File: src/rtl/axi_rd_arbiter_pkg.sv
`default_nettype none
// ============================================================================
//  Module   : axi_rd_arbiter_pkg
//  Purpose  : Shared types and constants for the AXI read-port arbiter:
//             FSM state encoding, AXI burst type and default cache ids.
//  Revision : 1.0  initial release
// ============================================================================
package axi_rd_arbiter_pkg;

    typedef enum logic [1:0] {
        S_IDLE = 2'd0,
        S_AR   = 2'd1,
        S_R    = 2'd2
    } state_e;

    localparam logic [1:0] BURST_INCR = 2'b01;
    localparam logic [3:0] ICACHE_ID  = 4'd3;
    localparam logic [3:0] DCACHE_ID  = 4'd1;
    localparam int unsigned STARVE_W  = 3;

endpackage : axi_rd_arbiter_pkg
`default_nettype wire

File: src/rtl/axi_rd_arb_pick.sv
`default_nettype none
// ============================================================================
//  Module   : axi_rd_arb_pick
//  Purpose  : Combinational arbitration choice between icache and dcache.
//             dcache has priority unless icache has lost STARVE_MAX contested
//             rounds in a row; also computes the next saturating starve count.
//  Ports    : i_ic_req / i_dc_req  - request lines from each cache
//             i_starve_cnt         - current starve count
//             o_any                - at least one request present
//             o_pick_d             - 1 = dcache wins, 0 = icache wins
//             o_starve_nxt         - starve count to store if this pick is taken
//  Revision : 1.0  initial release
// ============================================================================
module axi_rd_arb_pick
    import axi_rd_arbiter_pkg::*;
#(
    parameter logic [STARVE_W-1:0] STARVE_MAX = 3'd4
) (
    input  logic                i_ic_req,
    input  logic                i_dc_req,
    input  logic [STARVE_W-1:0] i_starve_cnt,
    output logic                o_any,
    output logic                o_pick_d,
    output logic [STARVE_W-1:0] o_starve_nxt
);

    localparam logic [STARVE_W-1:0] C_SAT = '1;

    always_comb begin
        o_any        = i_ic_req | i_dc_req;
        // icache only overrides dcache once it has been starved long enough
        o_pick_d     = i_dc_req & ~(i_ic_req & (i_starve_cnt >= STARVE_MAX));
        o_starve_nxt = i_starve_cnt;
        if (o_any) begin
            if (!o_pick_d) begin
                o_starve_nxt = '0;
            end else if (i_ic_req && (i_starve_cnt != C_SAT)) begin
                o_starve_nxt = i_starve_cnt + 1'b1;
            end
        end
    end

endmodule : axi_rd_arb_pick
`default_nettype wire

File: src/rtl/axi_rd_arbiter.sv
`default_nettype none
// ============================================================================
//  Module   : axi_rd_arbiter
//  Purpose  : Shares one AXI read master port (AR/R) between the icache and
//             dcache refill engines, one outstanding burst at a time.
//  Ports    : clk, resetn (async, active-low)
//             i_ar*/i_r*  - icache AR request / R response
//             d_ar*/d_r*  - dcache AR request / R response
//             m_ar*/m_r*  - shared AXI read master port
//             busy        - burst in progress (S_AR or S_R)
//             grant_d     - current/last grant, 1 = dcache
//             prot_err    - sticky R-channel protocol error
//  Revision : 1.0  initial release
// ============================================================================
module axi_rd_arbiter
    import axi_rd_arbiter_pkg::*;
#(
    parameter logic [3:0]          I_ID       = ICACHE_ID,
    parameter logic [3:0]          D_ID       = DCACHE_ID,
    parameter logic [STARVE_W-1:0] STARVE_MAX = 3'd4
) (
    input  logic        clk,
    input  logic        resetn,
    input  logic [31:0] i_araddr,
    input  logic [7:0]  i_arlen,
    input  logic [2:0]  i_arsize,
    input  logic        i_arvalid,
    output logic        i_arready,
    output logic [31:0] i_rdata,
    output logic [1:0]  i_rresp,
    output logic        i_rlast,
    output logic        i_rvalid,
    input  logic        i_rready,
    input  logic [31:0] d_araddr,
    input  logic [7:0]  d_arlen,
    input  logic [2:0]  d_arsize,
    input  logic        d_arvalid,
    output logic        d_arready,
    output logic [31:0] d_rdata,
    output logic [1:0]  d_rresp,
    output logic        d_rlast,
    output logic        d_rvalid,
    input  logic        d_rready,
    output logic [3:0]  m_arid,
    output logic [31:0] m_araddr,
    output logic [7:0]  m_arlen,
    output logic [2:0]  m_arsize,
    output logic [1:0]  m_arburst,
    output logic        m_arvalid,
    input  logic        m_arready,
    input  logic [3:0]  m_rid,
    input  logic [31:0] m_rdata,
    input  logic [1:0]  m_rresp,
    input  logic        m_rlast,
    input  logic        m_rvalid,
    output logic        m_rready,
    output logic        busy,
    output logic        grant_d,
    output logic        prot_err
);

    state_e              state_q,    state_d;
    logic                grant_d_q,  grant_d_d;
    logic [STARVE_W-1:0] starve_q,   starve_d;
    logic [7:0]          beat_q,     beat_d;
    logic [7:0]          len_q,      len_d;
    logic                prot_err_q, prot_err_d;

    logic                w_any;
    logic                w_pick_d;
    logic [STARVE_W-1:0] w_starve_nxt;
    logic                w_ar_hs;
    logic                w_r_hs;
    logic                w_rready_g;
    logic [3:0]          w_gid;

    axi_rd_arb_pick #(
        .STARVE_MAX (STARVE_MAX)
    ) u_pick (
        .i_ic_req     (i_arvalid),
        .i_dc_req     (d_arvalid),
        .i_starve_cnt (starve_q),
        .o_any        (w_any),
        .o_pick_d     (w_pick_d),
        .o_starve_nxt (w_starve_nxt)
    );

    always_comb begin
        state_d    = state_q;
        grant_d_d  = grant_d_q;
        starve_d   = starve_q;
        beat_d     = beat_q;
        len_d      = len_q;
        prot_err_d = prot_err_q;

        m_arid     = '0;
        m_araddr   = '0;
        m_arlen    = '0;
        m_arsize   = '0;
        m_arburst  = BURST_INCR;
        m_arvalid  = 1'b0;
        m_rready   = 1'b0;
        i_arready  = 1'b0;
        d_arready  = 1'b0;
        i_rdata    = '0;
        i_rresp    = '0;
        i_rlast    = 1'b0;
        i_rvalid   = 1'b0;
        d_rdata    = '0;
        d_rresp    = '0;
        d_rlast    = 1'b0;
        d_rvalid   = 1'b0;

        w_gid      = grant_d_q ? D_ID : I_ID;
        w_rready_g = grant_d_q ? d_rready : i_rready;
        w_ar_hs    = 1'b0;
        w_r_hs     = 1'b0;

        case (state_q)
            S_IDLE: begin
                if (w_any) begin
                    grant_d_d = w_pick_d;
                    starve_d  = w_starve_nxt;
                    state_d   = S_AR;
                end
            end
            S_AR: begin
                m_arid = w_gid;
                if (grant_d_q) begin
                    m_araddr  = d_araddr;
                    m_arlen   = d_arlen;
                    m_arsize  = d_arsize;
                    m_arvalid = d_arvalid;
                    d_arready = m_arready;
                    w_ar_hs   = d_arvalid & m_arready;
                end else begin
                    m_araddr  = i_araddr;
                    m_arlen   = i_arlen;
                    m_arsize  = i_arsize;
                    m_arvalid = i_arvalid;
                    i_arready = m_arready;
                    w_ar_hs   = i_arvalid & m_arready;
                end
                if (w_ar_hs) begin
                    len_d   = m_arlen;
                    beat_d  = '0;
                    state_d = S_R;
                end
            end
            S_R: begin
                m_rready = w_rready_g;
                w_r_hs   = m_rvalid & w_rready_g;
                if (grant_d_q) begin
                    d_rdata  = m_rdata;
                    d_rresp  = m_rresp;
                    d_rlast  = m_rlast;
                    d_rvalid = m_rvalid;
                end else begin
                    i_rdata  = m_rdata;
                    i_rresp  = m_rresp;
                    i_rlast  = m_rlast;
                    i_rvalid = m_rvalid;
                end
                if (w_r_hs) begin
                    beat_d = beat_q + 8'd1;
                    // beat_q is the 0-based index of the beat now completing
                    if ((m_rid != w_gid) ||
                        ( m_rlast && (beat_q != len_q)) ||
                        (!m_rlast && (beat_q == len_q))) begin
                        prot_err_d = 1'b1;
                    end
                    // the burst ends on rlast only, even if the length disagrees
                    if (m_rlast) begin
                        state_d = S_IDLE;
                    end
                end
            end
            default: begin
                state_d = S_IDLE;
            end
        endcase
    end

    always_ff @(posedge clk or negedge resetn) begin
        if (!resetn) begin
            state_q    <= S_IDLE;
            grant_d_q  <= 1'b0;
            starve_q   <= '0;
            beat_q     <= '0;
            len_q      <= '0;
            prot_err_q <= 1'b0;
        end else begin
            state_q    <= state_d;
            grant_d_q  <= grant_d_d;
            starve_q   <= starve_d;
            beat_q     <= beat_d;
            len_q      <= len_d;
            prot_err_q <= prot_err_d;
        end
    end

    assign busy     = (state_q != S_IDLE);
    assign grant_d  = grant_d_q;
    assign prot_err = prot_err_q;

endmodule : axi_rd_arbiter
`default_nettype wire

File: config.mk
export PLATFORM = sky130hd
export DESIGN_NAME = axi_rd_arbiter
export DESIGN_NICKNAME = d
export VERILOG_FILES = /design/src/rtl/axi_rd_arbiter_pkg.sv /design/src/rtl/axi_rd_arb_pick.sv /design/src/rtl/axi_rd_arbiter.sv
export SDC_FILE = /design/constraint.sdc
export NUM_CORES = 1
export LEC_CHECK = 0
export ABC_AREA = 1
export BUFFER_PORTS_ARGS = -buffer_cell sky130_fd_sc_hd__buf_2
export CORE_AREA = 2 2 101 103
export DETAILED_ROUTE_END_ITERATION = 16
export DIE_AREA = 0 0 103 105
export PLACE_DENSITY_LB_ADDON = 0.25
export SETUP_SLACK_MARGIN = 0.5
export SLEW_MARGIN = 25
export SYNTH_ARGS = -nofsm -noshare
export SYNTH_HDL_FRONTEND = slang
export SYNTH_SLANG_ARGS = --single-unit
File: constraint.sdc
create_clock -name clk -period 1.47 [get_ports clk]
set_input_delay 0 -clock clk [delete_from_list [all_inputs] [get_ports clk]]
set_output_delay 0 -clock clk [all_outputs]
set_load 0.03 [all_outputs]
[Yosys cells after proc, flatten, opt, wreduce, memory -nomap -nowiden]
Cells that the tools add are included.
Word-level totals
  logic and storage cells: 86
  flip-flop bits (word level): 23
Operators by class
  reductions and logical operators: 15
  $add $sub $neg: 2
  equal/unequal tests: 11
  magnitude comparators: 1
  bitwise logic cells: 7
  muxes and demuxes: 44
Operators by type and width (number)
  2-to-1 mux 32 bit: 6
  2-to-1 mux 8 bit: 4
  2-to-1 mux 2 bit: 10
  2-to-1 mux 1 bit: 18
  case mux 8 bit (2 select lines): 1
  2-to-1 mux 3 bit: 4
  AND reduction 3 bit: 3
  adder 8 x 1 -> 8 bit (second input constant): 1
  == test 8 bit: 1
  inequality test 8 bit: 1
  inequality test 2 bit (second input constant): 3
  case mux 2 bit (3 select lines): 1
  bitwise AND 1 bit: 5
  inequality test 2 x 1 -> 1 bit (second input constant): 2
  inequality test 4 x 2 -> 1 bit: 1
  AND reduction 2 bit: 2
  AND reduction 4 bit: 1
  nonzero test 2 bit: 2
  adder 3 x 1 -> 3 bit (second input constant): 1
  >= comparator 3 bit (second input constant): 1
  logical AND 1 bit: 3
  inequality test 3 bit (second input constant): 1
  == test 2 x 1 -> 1 bit (second input constant): 1
  == test 2 bit (second input constant): 1
  other kinds (5): 6

[Longest topological paths before layout]
  depth in word-level cells: 6
  depth in mapped cells: 11

[Cells and area by module]
Synthesis repeated with hierarchy kept, for this count alone.
Second synthesis, totals
  cell total of the unflattened synthesis: 444
  area, all modules: 2587.5 µm²
By module, submodules not included
  axi_rd_arbiter: area an instance 2454.9 µm², cells each 417, instances 1
  axi_rd_arb_pick: area an instance 132.6 µm², cells each 27, instances 1

[Worst setup path before layout]
OpenSTA, ideal clock, no wires.
  kind: reg-to-output
  start point: register grant_d_q (netlist: grant_d)
  end point: output d_arready
  arrival time: 1776 ps
  path buffers: 3
  setup slack: -306 ps
  cell stages (with the launch flop): 6
  cells stage by stage: dfrtp_1 -> buf_2 -> inv_2 -> buf_4 -> buf_2 -> nor3_1
Between the ends
  word-level cells in the longest chain between the ends: 2
RTL lines
  start: declaration: RTL line axi_rd_arbiter.sv:63  | logic grant_d_q, grant_d_d;
  start signal: assignment: RTL line axi_rd_arbiter.sv:194  | grant_d_q <= grant_d_d;
  2-to-1 mux 1 bit: RTL line axi_rd_arbiter.sv:129  | if (grant_d_q) begin
  2-to-1 mux 1 bit: RTL line axi_rd_arbiter.sv:119  | case (state_q)
  end: declaration: RTL line axi_rd_arbiter.sv:38  | output logic d_arready,
Every way passes these cells.

[Worst setup path in the final report]
  start point: register grant_d_q (netlist: grant_d)
  end point: register beat_q[7]
Between the ends
  word-level cells in the longest chain between the ends: 4
RTL lines
  2-to-1 mux 1 bit (on tied branches): RTL line axi_rd_arbiter.sv:129, axi_rd_arbiter.sv:115
  2-to-1 mux 1 bit or bitwise AND 1 bit (tied branches): RTL line axi_rd_arbiter.sv:119, axi_rd_arbiter.sv:152
  inequality test 2 bit (no line)
  AND reduction 3 bit (no line) (*)
  end signal: assignment: RTL line axi_rd_arbiter.sv:196  | beat_q <= beat_d;
  end: declaration: RTL line axi_rd_arbiter.sv:65  | logic [7:0] beat_q, beat_d;
Mark *: on every way between the ends. The rest lies on a longest branch, timed or not. The select of a mux whose other input is x is not followed.
A chain may end at the register's enable or synchronous reset.

==> impl_results.md <==
* Initial antenna violation count at 1
* Tmin final at about 1.6 ns
* Worst-path fanout max at 8
* I/O pin count at between 200 and 300
* CP Capture Type: flip-flop
* Pins over their slew limit at 0
* RSZ-0062 raised after global routing: yes
* Sum Neg Setup Slack at -6.06 ns
* Die ar. at 0.0108 mm²
* Final core utilization at 69.0%
* CTS max path bufs at 2
* Status: complete, but fails checks
* Vias per cell at about 4.6
* Total number of vias at 3856
* Clk pin slew, worst setup/hold paths at approximately 0.09 ns
* Final wirelength at 13600 µm
* Congestion Overflow GR at 0
* Synth top area share at 24.1%
* Syn Area/Cell at 5.66 µm²
* Tightest Pin Transition at between 0.5 and 0.6 ns
* H-tree depth at 1
* Mux share of post-synthesis cell area at around 3.4%
* Core box area at between 0.009 and 0.01 mm²
* FFs w/ async S/R, synth at 100%
* Most common library cells after synthesis: nand2_1 (117), nor2_1 (89), inv_1 (56)
* N_diodes at 0
* Comb pwr share at 86.8%
* Synth cell types at 30
* Area Growth Syn to Fin at 179%
* HPWL Detailed at roughly 8900 µm
* First-pass GRT wire length at ~19000 µm
* Switching pwr at 5.96 mW
* Mapped Area at about 0.0024 mm²
* Iteration-0 DRC Markers at 133
* Sw Share at roughly 53%
* Vias in the first global route at between 3000 and 4000
* Top post-synthesis cells by area: dfrtp_1 (24%), nand2_1 (18%), nor2_1 (14%), inv_1 (8.8%), a21oi_1 (7.5%)
* Post-synthesis simple-gate area fraction at between 30% and 40%
* TritonCTS clock tree: yes
* Width of the die at ~100 µm
* Worst Slack Setup Final at -0.109 ns
* Worst VDD drop at 1.57 mV
* Slew headroom at 63.2%
* Tcrit/Tclk final at 107%
* Post-route design area at roughly 0.0067 mm²
* Maxcap violations at 0
* Initial Util at about a quarter
* Placed cell area at 0.00496 mm²
* Final Setup Violations at approximately 130
* # clock sinks at 23
* ANT nets after route at 0
* Synth Area in Compound Gates at 13.1%
* Sequential power share at under 10%
* Total track usage at 22.5%
* Clk network pwr share at 3.7%
* Clk_lat worst skew at 0.27 ns
* Pwr Total at between 10 and 15 mW
* Row Count at 36
* Cell internal pwr at around 5.3 mW
* CP arrival at ~1.8 ns
* Leakage power at ~3.1 nW
* Layout cell share with drive strength beyond 1 at a little over two thirds
* Synth Area in XOR/XNOR at under 10%
* NumNets Final at around 850
* Crit path kind: reg -> reg
* Endpoints failing hold at 0
* Fmax at about 630 MHz
* Worst Skew at about 0.0023 ns
* P per Cell Area at between 1500 and 2000 mW/mm²
* Number of enable flip-flop cells after synthesis at 0
* #FFs+latches synth at 23
* Pre-antenna DRT Iters at 4
* WP data required at 1.64 ns
* Placed cells at ~800
* Die height at about 110 µm
* Most common cell in the netlist: nand2_1
* Pin count of the biggest net entering global routing at 24
* IO buf count at 256
* Largest family of logic cells by synthesized area: simple AND/OR/NAND/NOR gates
* Register area share after synthesis at ~24%
* Final std cells w/o fill at roughly 840
* Cell taking the most area after synthesis: dfrtp_1
* CP startpoint kind: flip-flop
* GPL Wtd Cong at between 0.8 and 0.9
* Primary FF master, synth: dfrtp_1
* Final hold slack at approximately 0.019 ns
* Mapped Cells at 422
* Worst min-delay path class: in -> reg
* Pre-CTS setup slack at -0.0540 ns
* Synth Warn # at 0
* CTS root buf: clkbuf_8
* TritonCTS Buffers at 3
* Adder-Cell Fraction of Synth Area at about 1.6%
* Failing checks: negative setup slack
* Post-route DRC violation count at 0
* Avg WL per Cell at roughly 16 µm
==> logic make-up (layout without fill, tap and decap cells) <==
| group | count (synthesis) | in the layout |
|---|---|---|
| xor+xnor | 9 | 9 |
| flops | 23 | 23 |
| mux | 8 | 8 |
| simple gates | 226 | 226 |
| fa+ha+maj | 3 | 3 |
| buf+inv | 91 | 376 |
| other cells | 2 | 4 |
| compound gates | 60 | 60 |
==> area by class of cell <==
| class | instances | area (µm²) |
|---|---|---|
| Fill cell | 749 | 2990 |
| Clock buffer | 3 | 41.3 |
| Timing Repair Buffer | 309 | 2910 |
| Sequential cell | 23 | 578 |
| Multi-Input combinational cell | 310 | 2700 |
| Tap cell | 133 | 166 |
| Clock inverter | 1 | 5.00 |
| Inverter | 63 | 249 |
==> flip-flops by register name (all words and copies together) (netlist names) <==
register / cells
prot_err: 1
grant_d: 1
starve_q: 3
state_q: 2
beat_q: 8
len_q: 8
==> per-layer routing <==
metal | vias up | wire length, µm | GRT usage, %
met4 | 2 | 263 | 5.45
met2 | 169 | 7550 | 42.9
met1 | 1816 | 4980 | 25.4
met3 | 23 | 838 | 3.21
li1 | 1846 | - | -
met5 | - | 19 | 0
==> worst max-delay path: stages (launching register included) <==
cell	delay [ns]
dfrtp_2	0.47
clkinv_4	0.15
buf_6	0.16
o21ai_4	0.18
nor2_4	0.06
nand2_4	0.16
nand2_8	0.10
a21oi_2	0.16
nor2_2	0.04
==> power by group through the flow <==
stage / Sequential (mW) / Clock, mW / Combinational, mW
floorplan: 1.00 / 0 / 5.28
global placement: 1.03 / 0 / 6.62
detailed placement: 1.04 / 0 / 6.71
CTS: 1.07 / 0.424 / 8.90
global route: 1.10 / 0.459 / 10.2
finish: 1.07 / 0.419 / 9.78
==> what timing repair did <==
action                                 4_1_cts  5_1_grt
gates resized for setup                    268       78
cloned                                       9        7
setup endpoints to repair                  146      146
hold buffers                                 1        0
endpoints found under the hold margin       23        0
buffers inserted                            11        9
pin swaps                                   17       21
==> worst paths after layout <==
| check | startpoint | endpoint | slack [ns] | cells after the start |
|---|---|---|---|---|
| min in group asynchronous | resetn | len_q[5]$_DFFE_PN0P_ | 0.24 | 2 |
| min reg2reg | prot_err$_DFFE_PN0P_ | prot_err$_DFFE_PN0P_ | 0.48 | 2 |
| max in group asynchronous | resetn | grant_d$_DFFE_PN0P_ | 0.84 | 2 |
| max reg2reg | grant_d$_DFFE_PN0P_ | beat_q[7]$_DFFE_PN0P_ | -0.11 | 8 |
| min | i_arvalid | state_q[0]$_DFFE_PN0P_ | 0.02 | 3 |
| max | grant_d$_DFFE_PN0P_ | beat_q[7]$_DFFE_PN0P_ | -0.11 | 8 |
==> cell usage in the layout (no fill, tap or decap), drive strengths merged <==
| cell | count |
|---|---|
| mux2i | 8 |
| dlygate4sd3 | 1 |
| o22ai | 4 |
| nand2 | 120 |
| nor4 | 1 |
| ha | 3 |
| o21ai | 19 |
| nor2 | 94 |
| buf | 302 |
| clkinv | 2 |
| xnor2 | 5 |
| xor2 | 4 |
| inv | 62 |
| conb | 4 |
| dfrtp | 23 |
| clkbuf | 9 |
| nand3 | 7 |
| nor3 | 4 |
| a21oi | 37 |
Note: power is estimated with default switching activity, not from simulation.
